==> src/rtl/sos_sequencer_pkg.sv <==
// sos_sequencer_pkg: FSM encoding and default widths shared by the IIR sequencer, state store and datapath.
package sos_sequencer_pkg;
    typedef enum logic [1:0] {
        IDLE = 2'd0,
        RUN  = 2'd1,
        DONE = 2'd2
    } state_t;
    localparam int BW_DEF     = 9;
    localparam int NO_SOS_DEF = 4;
    localparam int IDX_W_DEF  = 5;
endpackage

==> src/rtl/sos_idx_counter.sv <==
// sos_idx_counter: section index counter, wraps to zero after the last section.
module sos_idx_counter
    import sos_sequencer_pkg::*;
#(
    parameter int No_SOS = NO_SOS_DEF,
    parameter int IDX_W  = IDX_W_DEF
) (
    input  logic             CLK,
    input  logic             RESET,
    input  logic             clear,
    input  logic             enable,
    output logic [IDX_W-1:0] count,
    output logic             tc
);
    assign tc = count == IDX_W'(No_SOS - 1);
    always_ff @(posedge CLK) begin
        if (!RESET || clear)
            count <= '0;
        else if (enable)
            count <= tc ? '0 : count + 1'b1;
    end
endmodule

==> src/rtl/sos_sequencer.sv <==
// sos_sequencer: steps one shared SOS datapath through No_SOS cascaded sections per accepted sample.
module sos_sequencer
    import sos_sequencer_pkg::*;
#(
    parameter int BW     = BW_DEF,
    parameter int No_SOS = NO_SOS_DEF,
    parameter int IDX_W  = IDX_W_DEF
) (
    input  logic                 CLK,
    input  logic                 RESET,
    input  logic                 in_valid,
    output logic                 in_ready,
    input  logic signed [BW-1:0] in_data,
    output logic signed [BW-1:0] sec_in,
    output logic [IDX_W-1:0]     sec_idx,
    output logic                 sec_valid,
    output logic                 state_we,
    input  logic signed [BW-1:0] sec_out,
    output logic                 out_valid,
    input  logic                 out_ready,
    output logic signed [BW-1:0] out_data,
    output logic                 busy
);
    state_t               state, state_nx;
    logic signed [BW-1:0] cascade;
    logic                 last;

    // Index is held at zero outside RUN, so every run starts at section 0.
    sos_idx_counter #(.No_SOS(No_SOS), .IDX_W(IDX_W)) u_idx (
        .CLK    (CLK),
        .RESET  (RESET),
        .clear  (state != RUN),
        .enable (state == RUN),
        .count  (sec_idx),
        .tc     (last)
    );

    always_ff @(posedge CLK) begin
        if (!RESET)
            state <= IDLE;
        else
            state <= state_nx;
    end

    always_comb begin
        state_nx = state == IDLE ? (in_valid ? RUN : IDLE) :
                   state == RUN  ? (last ? DONE : RUN) :
                   state == DONE ? (out_ready ? IDLE : DONE) : IDLE;
    end

    // Outputs are forced inactive while reset is asserted.
    always_comb begin
        in_ready  = RESET && state == IDLE;
        sec_valid = RESET && state == RUN;
        state_we  = RESET && state == RUN;
        busy      = RESET && (state == RUN || state == DONE);
        sec_in    = cascade;
    end

    always_ff @(posedge CLK) begin
        if (!RESET) begin
            cascade   <= '0;
            out_data  <= '0;
            out_valid <= 1'b0;
        end else begin
            if (state == IDLE && in_valid)
                cascade <= in_data;
            if (state == RUN)
                cascade <= sec_out;
            if (state == RUN && last) begin
                out_data  <= sec_out;
                out_valid <= 1'b1;
            end
            if (state == DONE && out_ready)
                out_valid <= 1'b0;
        end
    end
endmodule
==> config.mk <==
export PLATFORM = sky130hd
export DESIGN_NAME = sos_sequencer
export DESIGN_NICKNAME = d
export VERILOG_FILES = /design/src/rtl/sos_sequencer_pkg.sv /design/src/rtl/sos_idx_counter.sv /design/src/rtl/sos_sequencer.sv
export SDC_FILE = /design/constraint.sdc
export NUM_CORES = 1
export LEC_CHECK = 0
export BUFFER_PORTS_ARGS = -buffer_cell sky130_fd_sc_hd__buf_4
export CORE_UTILIZATION = 49
export CTS_CLUSTER_DIAMETER = 150
export DETAILED_ROUTE_END_ITERATION = 7
export GPL_TIMING_DRIVEN = 0
export HOLD_SLACK_MARGIN = 0.08
export PLACE_DENSITY = 0.92
export SETUP_SLACK_MARGIN = 0.15
export SKIP_CTS_REPAIR_TIMING = 1
export SLEW_MARGIN = 20
export SYNTH_ARGS = -nofsm -noshare
export SYNTH_HDL_FRONTEND = slang
export SYNTH_SLANG_ARGS = --single-unit
==> constraint.sdc <==
create_clock -name CLK -period 4 [get_ports CLK]
set_input_delay 0.8 -clock CLK [delete_from_list [all_inputs] [get_ports CLK]]
set_output_delay 0.8 -clock CLK [all_outputs]
set_load 0.05 [all_outputs]
==> results of run 1 <==
==> layer usage <==
layer | global-route usage [%] | wire (um) | vias up
met1 | 31.19 | 1213 | 503
li1 | - | - | 531
met3 | 2.727 | 128 | 7
met4 | 13.43 | 70 | 0
met5 | 0 | 0 | -
met2 | 38.44 | 1316 | 38
==> sequential cells by signal (all words and copies together), names as in the netlist <==
| name | flops |
|---|---|
| out_data | 9 |
| sec_in | 9 |
| u_idx.count | 5 |
| state | 2 |
| out_valid | 1 |
==> report_power, final <==
part | total, mW | internal (mW) | switching (mW) | leakage [nW]
clock | 0.136 | 0.0558 | 0.0802 | 0.0210
combinational | 0.127 | 0.0480 | 0.0791 | 0.573
sequential | 0.276 | 0.270 | 0.00624 | 0.212
==> layout make-up <==
class / count / area [um2] / area share, %
Timing Repair Buffer: 48 / 360.3 / 22.82
Multi-Input combinational cell: 81 / 555.5 / 35.18
Buffer: 11 / 56.30 / 3.566
Inverter: 4 / 15.01 / 0.9509
Sequential cell: 26 / 520.5 / 32.96
Clock buffer: 4 / 36.28 / 2.298
Tap cell: 28 / 35.03 / 2.219
==> synth_stat cells <==
cell / n
o211a_1: 11
clkbuf_1: 5
inv_1: 4
dfxtp_1: 26
nand2_1: 19
buf_2: 3
nand2b_2: 1
and2_1: 5
nor2_1: 4
nor4b_2: 1
o21ai_0: 5
a21o_1: 1
o21ai_1: 5
nand3_1: 2
buf_4: 3
nor3b_1: 1
xor2_1: 1
xnor2_1: 2
mux2i_1: 9
nand4_1: 10
ha_1: 4
==> cells by family after synthesis <==
logic type / Yosys count / share of synthesized area [%]
compound gates: 22 / 14.61
buf+inv: 15 / 6.215
simple gates: 43 / 19.30
mux: 9 / 7.852
fa+ha+maj: 4 / 4.362
flops: 26 / 45.37
xor+xnor: 3 / 2.290
==> metrics by stage <==
stage	setup slack, ps	utilization [%]
2_1_floorplan	1436	-
5_1_grt	1381	71.38
3_5_place_dp	1481	69.74
3_3_place_gp	1513	69.74
6_report	1441	71.38
4_1_cts	1474	71.38
==> worst max-delay path: cells and delay by family <==
kind	cells	cell delay [ps]
AND/OR/NAND/NOR	1	200
buffers and inverters	3	750
==> final timing paths <==
path / to / depth (start not counted)
min reg2reg: out_data[1] / 2
max reg2reg: sec_in[3] / 6
min: out_data[1] / 2
max: busy / 4
==> impl_results.md, run 1 <==
- Synth top area share: 45.37%
- Crit path arrival time: 1760 ps
- Routed vias/inst: 5.342
- Post-DP HPWL: 2.149 mm
- Flop and latch count out of synthesis: 26
- Area delta synth->final: 37.62%
- Die W: 50.39 um
- Core Area: 2212 um2
- Worst slew pin tran: 411.5 ps
- CTS tree: done
- VDD IR max: 0.0002437 V
- Post-layout minimum cycle time: 2559 ps
- Post-Synthesis Cell Area: 1147 um2
- Clock latency on the worst-skew pair: 330 ps
- Endpoint class of the critical path: output port
- Rel. slew slack: 72.57%
- Fin Hold WS: 468.9 ps
- CP startpoint kind: input pin
- Max-cap violations: 0
- WP data required: 3200 ps
- Clock skew: 2.454 ps
- Clock net sink count: 26
- Cell accounting for the most synthesized area: dfxtp_1
- CP max stage delay: 370 ps
- PortBufs: 48
- Hold Fails Final Rpt: 0
- RSZ-0062 raised after global routing: false
- Inst Count DP: 198
- Die area: 2539 um2
- Syn Nets: 148
- Vias post-DR: 1079
- Synthesized area per cell: 9.405 um2
- Drt wl/cell: 13.50 um
- # DRC: 0
- Area after DPL: 1543 um2
- Routed wire length: 2.728 mm
- Min-delay worst type: register to register
- Most common cell on crit path: clkbuf_1
- Synth top area cells: dfxtp_1, o211a_1, mux2i_1
- Syn Inst Count: 122
- Starting Density: 51.87%
- Fraction of layout cells with a size suffix above 1: 34.48%
- Most common cell after layout, fill and taps aside: buf_4
- First-pass GRT wire length: 4.485 mm
- Finished Cell Area: 1579 um2
- Max Root-Sink Buffers: 2
- Pwr dens: 341.5 nW/um2
- Post-synthesis cell type count: 21
- I/O pin count: 50
- Initial antenna violation count: 0
- Antenna cells: 0
- CTS buffer count: 3
- Post-synthesis sequential area ratio: 45.37%
- Root buffer cell: clkbuf_4
- Max frequency: 390.8 MHz
- Antenna Nets Post-Route: 0
- Crit Path Class: input pin to output port
- Aggregate global routing overflow: 0
- Final nets: 201
- Most frequent cells in the layout: buf_4, dfxtp_1, nand2_1
- Total negative slack: 0 ps
- Worst setup path start: RESET
- Register-to-register setup slack: 2460 ps
- Status: finished, final reports clean
- Detailed Route Iter0 Violations: 13
- CP cell instances: clkbuf_1, clkbuf_1, and2_1, buf_4
- Pleak: 0.8057 nW
- Vias in the first global route: 1001
- Synth Warn #: 0
- # fillers: 183
- # rows: 17
- GP Congestion: 0.7427
- Power Total: 0.5392 mW
- Worst path slowest cell: clkbuf_1
- CTS clk-pin slew, worst paths: 140 ps
- Total Routing Usage GR: 23.99%
- Final setup viols: 0
- Drt pass-1 iters: 4
- Die Y-Extent: 50.39 um
- CTS H-tree lvls: 1
- Critical R2R Launch: state[0]
- Max FO, Critical Path: 10
- Worst hold start: out_data[1]
- Pin count of the biggest net entering global routing: 15
- Post-Layout Cell Count: 202
- Final Max Slew Viols: 0
- Fin crit share: 63.98%
No activity file was read; power rests on OpenSTA's default activity.
==> run 2, diff against run 1 <==
--- a/config.mk
+++ b/config.mk
@@ -5,13 +5,14 @@
 export SDC_FILE = /design/constraint.sdc
 export NUM_CORES = 1
 export LEC_CHECK = 0
+export ABC_AREA = 1
 export BUFFER_PORTS_ARGS = -buffer_cell sky130_fd_sc_hd__buf_4
-export CORE_UTILIZATION = 49
+export CORE_UTILIZATION = 43
 export CTS_CLUSTER_DIAMETER = 150
 export DETAILED_ROUTE_END_ITERATION = 7
 export GPL_TIMING_DRIVEN = 0
 export HOLD_SLACK_MARGIN = 0.08
-export PLACE_DENSITY = 0.92
+export PLACE_DENSITY = 0.85
 export SETUP_SLACK_MARGIN = 0.15
 export SKIP_CTS_REPAIR_TIMING = 1
 export SLEW_MARGIN = 20
==> constraint.sdc (replaced) <==
create_clock -name CLK -period 2.3 [get_ports CLK]
set_input_delay 0.46 -clock CLK [delete_from_list [all_inputs] [get_ports CLK]]
set_output_delay 0.46 -clock CLK [all_outputs]
set_load 0.05 [all_outputs]
==> run 2 against run 1 <==
The run now ends with design-rule violations left. Combinational power increased by 83%. Synthesized cell count grew 58%. Global-route usage decreased by 4.9 points. Total power increased by 92%. Sequential share of layout area decreased by 3.3 points. Via count rose by 19%. Critical path depth up 2. Worst hold slack worse by 120 ps. Wire length up 7.8%. Clock power grew 140%. Critical path type is now register to output port. Largest power group unchanged.
==> impl_results.md, run 2 <==
- Status: complete, but fails checks
- Failing checks: design-rule violations
- Clock skew: 7.188 ps (+4.734 ps)
- Clock latency on the worst-skew pair: 330 ps (about the same)
- Place WS: 585.8 ps (-895.4 ps)
- CTS buffer count: 3 (unchanged)
- Rel. slew slack: 69.75% (-2.8 points)
- Fraction of layout cells with a size suffix above 1: 27.24% (-7.2 points)
- Synth top area share: 40.23% (-5.1 points)
- Drt pass-1 iters: 6 (+2)
- CTS tree: done
- Detailed Route Iter0 Violations: 65 (+52)
- Vias in the first global route: 1097 (+9.6%)
- Max frequency: 510.0 MHz
- Hold depth: 3 (+1)
- Routed wire length: 2.942 mm (+7.8%)
- Crit Path Class: register to output port
- Antenna Nets Post-Route: 0 (unchanged)
- Post-Synthesis Cell Area: 1294 um2 (+13%)
- Synth cell count leaders: nand2_1, nor2_1, inv_1, dfxtp_1, o21ai_0
- Routed vias/inst: 4.646 (-13%)
- Synth async-reset ratio: 0% (unchanged)
- Syn Nets: 219 (+48%)
- Worst slew pin tran: 453.8 ps (+42.25 ps)
- Total Routing Usage GR: 19.11% (-4.9 points)
- Flop and latch count out of synthesis: 26 (unchanged)
- Hold Fails Final Rpt: 0 (unchanged)
- Vias post-DR: 1287 (+19%)
- Hold EP: state[0]
- Max Root-Sink Buffers: 2 (unchanged)
- Endpoint class of the critical path: output port
- Int Power: 0.7282 mW (+95%)
- Total negative slack: 0 ps (unchanged)
- CP cell instances: inv_1, ha_2, nand2_1, inv_1, buf_4, buf_4
- Worst path slowest cell: dfxtp_1
- Initial antenna violation count: 0 (unchanged)
- CP max stage delay: 360 ps (about the same)
- Drt wl/cell: 10.62 um (-21%)
- Fin crit share: 85.25%
- Fin Hold WS: 351.4 ps (-117.5 ps)
- Most common cell after layout, fill and taps aside: buf_4
- RSZ-0062 raised after global routing: false
- Register-to-register setup slack: 940 ps (-1520 ps)
- Fin util: 62.58% (-8.8 points)
- Pin count of the biggest net entering global routing: 16 (+1)
- Cell accounting for the most synthesized area: dfxtp_1
- CTS H-tree lvls: 1 (unchanged)
- Max FO, Critical Path: 4 (-6)
- Starting Density: 46.12% (-5.7 points)
- I/O pin count: 50 (unchanged)
- Die W: 56.85 um (+13%)
- Post-layout minimum cycle time: 1961 ps
- Aggregate global routing overflow: 0 (unchanged)
- Critical R2R Launch: state[1]
- Post-synthesis sequential area ratio: 40.23% (-5.1 points)
- WP data required: 1840 ps (-1360 ps)
- Min-delay worst type: input pin to register
- Worst hold start: in_valid
- Register share of total power: 46.4% (-4.8 points)
- Synthesized area per cell: 6.703 um2 (-29%)
- GP Congestion: 0.7901 (+6.4%)
- # rows: 19 (+2)
- Pleak: 0.9040 nW (+12%)
- M1 GR Usage: 25.21% (-6.0 points)
- Comb power frac: 22.5% (-1.1 points)
- Die area: 3232 um2 (+27%)
- Synth top area cells: dfxtp_1, nand2_1, nor2_1
- Switching pwr: 0.3067 mW (+85%)
- Post-synthesis cell type count: 21 (unchanged)
- Final setup viols: 0 (unchanged)
- Met3 Use GR: 2.535% (-0.19 points)
- Root buffer cell: clkbuf_4
- Crit path arrival time: 1500 ps (-260 ps)
- Final nets: 273 (+36%)
- CP startpoint kind: register
- Main synth FF type: dfxtp_1
- Footprint of the multi-input gates: 566.8 um2 (+2.0%)
- Setup slack after layout: 339.2 ps (-1102 ps)
- Area delta synth->final: 35.69%
- # DRC: 8 (+8)
- Die Y-Extent: 56.85 um (+13%)
- Register area: 520.5 um2 (unchanged)
- Most Used Layer, Global Route: met2
- Clock network power share: 31.1% (+5.9 points)
- CTS clk-pin slew, worst paths: 150 ps (about the same)
- Syn Inst Count: 193 (+58%)
- Synth Warn #: 0 (unchanged)
- Final Max Slew Viols: 0 (unchanged)
- First-pass GRT wire length: 4.795 mm (+6.9%)
- Antenna cells: 0 (unchanged)
- VDD IR max: 0.0003426 V (+41%)
- FF-to-FF path depth: 8 (+2)
- Sw frac: 29.63% (-1.1 points)
- Met2 Usage GRT: 30.78% (-7.7 points)
- Core Area: 2805 um2 (+27%)
- Max-cap violations: 0 (unchanged)
- Post-synth EDFFs: 0 (unchanged)
- # fillers: 282 (+54%)
- PortBufs: 49 (+2.1%)
- Count leader, synth: nand2_1
- Post-DP HPWL: 2.209 mm (+2.8%)
- Clock net sink count: 26 (unchanged)
- Pwr dens: 589.5 nW/um2 (+73%)
- Reg2reg end: u_idx.count[4]
- Most frequent cells in the layout: buf_4, nand2_1, nor2_1
==> run 2: cell count changes in the layout (fill, tap and decap cells not counted), sizes merged, moves of 3 or more <==
cell    change
and2        -5
clkbuf      -3
inv        +34
mux2i       -9
nand2      +25
nor2       +33
o211a      -11
o21ai       +9
==> run 2: worst max path at each step <==
stage	from	cells after the start	slack, ps	to
6_report	state[1]	6	340	state_we
3_3_place_gp	RESET	5	580	busy
4_1_cts	state[1]	6	300	state_we
2_1_floorplan	state[1]	5	530	state_we
3_5_place_dp	RESET	5	590	in_ready
5_1_grt	state[1]	6	210	state_we
==> run 2: worst max-delay path, delay by kind of cell (launching register included) <==
family | cells | cell delay (ps)
buffers and inverters | 4 | 490
flip-flops | 1 | 360
adder cells (fa/ha/maj) | 1 | 240
AND/OR/NAND/NOR | 1 | 80
==> run 2: power groups by stage <==
| stage | Clock [mW] | Combinational [mW] | Sequential [mW] |
|---|---|---|---|
| after floorplan | 0 | 0.0894 | 0.550 |
| after global placement | 0 | 0.230 | 0.489 |
| after detailed placement | 0 | 0.232 | 0.489 |
| after CTS | 0.318 | 0.233 | 0.480 |
| after global routing | 0.345 | 0.250 | 0.483 |
| final | 0.322 | 0.233 | 0.480 |
==> run 2: per-stage QoR <==
stage / area, um2 / instances / power (mW)
after floorplan: 1294 / 193 / 0.6392
after global placement: 1700 / 273 / 0.7186
after detailed placement: 1700 / 273 / 0.7213
after CTS: 1753 / 277 / 1.031
after global routing: 1755 / 277 / 1.079
final: 1755 / 277 / 1.035
==> run 2: cell type report <==
class | count | share of cell area (%)
Sequential cell | 26 | 29.65
Timing Repair Buffer | 49 | 20.96
Inverter | 38 | 8.125
Clock buffer | 3 | 1.283
Clock inverter | 1 | 1.711
Tap cell | 31 | 2.210
Buffer | 9 | 3.778
Multi-Input combinational cell | 120 | 32.29
==> run 2: cells by family after synthesis <==
group	synth area share, %
compound gates	8.704
xor+xnor	0.6771
fa+ha+maj	3.869
buf+inv	16.15
flops	40.23
simple gates	30.37
==> run 2: metal layers <==
metal / part of all wire [%] / vias to the layer above
li1: - / 690
met1: 45 / 538
met2: 47 / 51
met3: 6.1 / 8
met4: 2.1 / 0
met5: 0 / -
==> run 3, diff against run 2 <==
--- a/config.mk
+++ b/config.mk
@@ -7,12 +7,12 @@
 export LEC_CHECK = 0
 export ABC_AREA = 1
 export BUFFER_PORTS_ARGS = -buffer_cell sky130_fd_sc_hd__buf_4
-export CORE_UTILIZATION = 43
+export CORE_UTILIZATION = 40
 export CTS_CLUSTER_DIAMETER = 150
 export DETAILED_ROUTE_END_ITERATION = 7
 export GPL_TIMING_DRIVEN = 0
 export HOLD_SLACK_MARGIN = 0.08
-export PLACE_DENSITY = 0.85
+export PLACE_DENSITY = 0.8
 export SETUP_SLACK_MARGIN = 0.15
 export SKIP_CTS_REPAIR_TIMING = 1
 export SLEW_MARGIN = 20
==> run 3 against run 2 <==
Clock skew grew 1.5 ps. Setup slack lost 26 ps. Global-route usage fell by 3.0 points. Highest routed layer unchanged. Register-to-register slack improved by 20 ps. Cell count increased by 4.7%. Sequential share of layout area shrank 0.23 points. Critical endpoint unchanged. Via count fell by 2.5%. The run now ends clean. Worst hold slack better by 13 ps. Flip-flop and latch count is the same.
==> impl_results.md, run 3 (synthesis gave the netlist of run 2 again) <==
- Post-Layout Cell Count: 290 (+4.7%)
- Starting Density: 42.38% (-3.7 points)
- Power Total: 1.029 mW (-0.55%)
- Crit path arrival time: 1530 ps (+30 ps)
- GP Congestion: 0.7965 (+0.81%)
- Drt pass-1 iters: 5 (-1)
- Min-delay worst type: input pin to register
- Worst slew pin tran: 404.8 ps (-49.02 ps)
- Most Used Layer, Global Route: met2
- Final setup viols: 0 (unchanged)
- Register-to-register setup slack: 960 ps (+20 ps)
- # fillers: 305 (+8.2%)
- PortBufs: 49 (unchanged)
- I/O pin count: 50 (unchanged)
- Post-DP HPWL: 2.178 mm (-1.4%)
- M1 GR Usage: 21.31% (-3.9 points)
- Hold depth: 4 (+1)
- Most common cell after layout, fill and taps aside: buf_4
- Hold EP: out_valid
- Pwr dens: 581.7 nW/um2 (-1.3%)
- # DRC: 0 (-8)
- Status: finished, final reports clean
- Critical R2R Launch: state[1]
- Fin Hold WS: 364.0 ps (+12.53 ps)
- FF-to-FF path depth: 8 (unchanged)
- Hold Fails Final Rpt: 0 (unchanged)
- Fin crit share: 86.38% (+1.1 points)
- Clock net sink count: 26 (unchanged)
- WP data required: 1840 ps (about the same)
- Die W: 58.87 um (+3.6%)
- RSZ-0062 raised after global routing: false
- Fraction of layout cells with a size suffix above 1: 26.83% (-0.41 points)
- Vias in the first global route: 995 (-9.3%)
- Total Routing Usage GR: 16.06% (-3.0 points)
- Area delta synth->final: 36.75%
- Area after DPL: 1717 um2 (+0.96%)
- Setup slack after layout: 313.2 ps (-26.03 ps)
- Die Y-Extent: 58.87 um (+3.6%)
- Initial antenna violation count: 0 (unchanged)
- Antenna cells: 0 (unchanged)
- CTS buffer count: 3 (unchanged)
- Fin util: 57.95% (-4.6 points)
- Crit Path Class: register to output port
- Final Max Slew Viols: 0 (unchanged)
- CTS clk-pin slew, worst paths: 140 ps (about the same)
- # rows: 20 (+1)
- Met2 Usage GRT: 25.16% (-5.6 points)
- Inst Count DP: 286 (+4.8%)
- Vias post-DR: 1255 (-2.5%)
- VDD IR max: 0.0002727 V (-20%)
- Pleak: 0.9051 nW (+0.12%)
- Core Area: 3053 um2 (+8.8%)
- Aggregate global routing overflow: 0 (unchanged)
- Met3 Use GR: 2.198% (-0.34 points)
- Die area: 3466 um2 (+7.2%)
- First-pass GRT wire length: 4.188 mm (-13%)
- Drt wl/cell: 9.583 um (-9.8%)
- Max Root-Sink Buffers: 2 (unchanged)
- Antenna Nets Post-Route: 0 (unchanged)
- Max-cap violations: 0 (unchanged)
- Most frequent cells in the layout: buf_4, nand2_1, nor2_1
- Final nets: 273 (unchanged)
- Max frequency: 503.3 MHz (-1.3%)
- Routed vias/inst: 4.328 (-6.9%)
- CTS tree: done
- Finished Cell Area: 1769 um2 (+0.78%)
- Total negative slack: 0 ps (unchanged)
- Rel. slew slack: 73.02% (+3.3 points)
- Place WS: 574.2 ps (-11.64 ps)
- Endpoint class of the critical path: output port
- Post-layout minimum cycle time: 1987 ps (+26.03 ps)
- CP startpoint kind: register
- Clock skew: 8.720 ps (+1.532 ps)
- Reg2reg end: sec_in[0]
- Max FO, Critical Path: 4 (unchanged)
- Clock latency on the worst-skew pair: 330 ps (about the same)
- Pin count of the biggest net entering global routing: 16 (unchanged)
- Root buffer cell: clkbuf_4
- Detailed Route Iter0 Violations: 61 (-6.2%)
- CTS H-tree lvls: 1 (unchanged)
- Routed wire length: 2.779 mm (-5.5%)
- Worst hold start: out_ready
## run 3: cell counts in the layout (fill, tap and decap cells not counted)
Identical to the previous run, type by type.
## run 3: area by class of cell
class	count	area (um2)	area share, %
repair buffers	49	367.9	20.79
plain buffers	9	66.31	3.748
clock inverters	1	30.03	1.697
clock buffers	3	22.52	1.273
flip-flops and latches	26	520.5	29.42
well taps	44	55.05	3.112
inverters	38	142.6	8.062
multi-input cells	120	564.3	31.90
## run 3: routing by layer
metal,part of all wire (%),wire (um)
met2,46,1288
met1,48,1339
met4,2.1,59
met3,3.3,91
met5,0,0
## run 3: how the worst max path moves through the flow
stage	from	endpoint	slack, ps	cells after the start
after global placement	RESET	busy	570	5
after global routing	state[1]	state_we	190	6
after floorplan	state[1]	state_we	530	5
after CTS	state[1]	state_we	290	6
final	state[1]	state_we	310	6
after detailed placement	RESET	in_ready	570	5
## run 3: power breakdown
group	total (mW)	switching, mW	internal (mW)
combinational	0.231	0.149	0.0819
sequential	0.479	0.00970	0.470
clock	0.319	0.142	0.176
total	1.03	0.301	0.728
## run 3: critical path: stages (launching register included)
cell and delay, ps:
dfxtp_1 350, inv_1 70, ha_1 270, nand2_1 100, inv_1 120, buf_4 110, buf_4 180
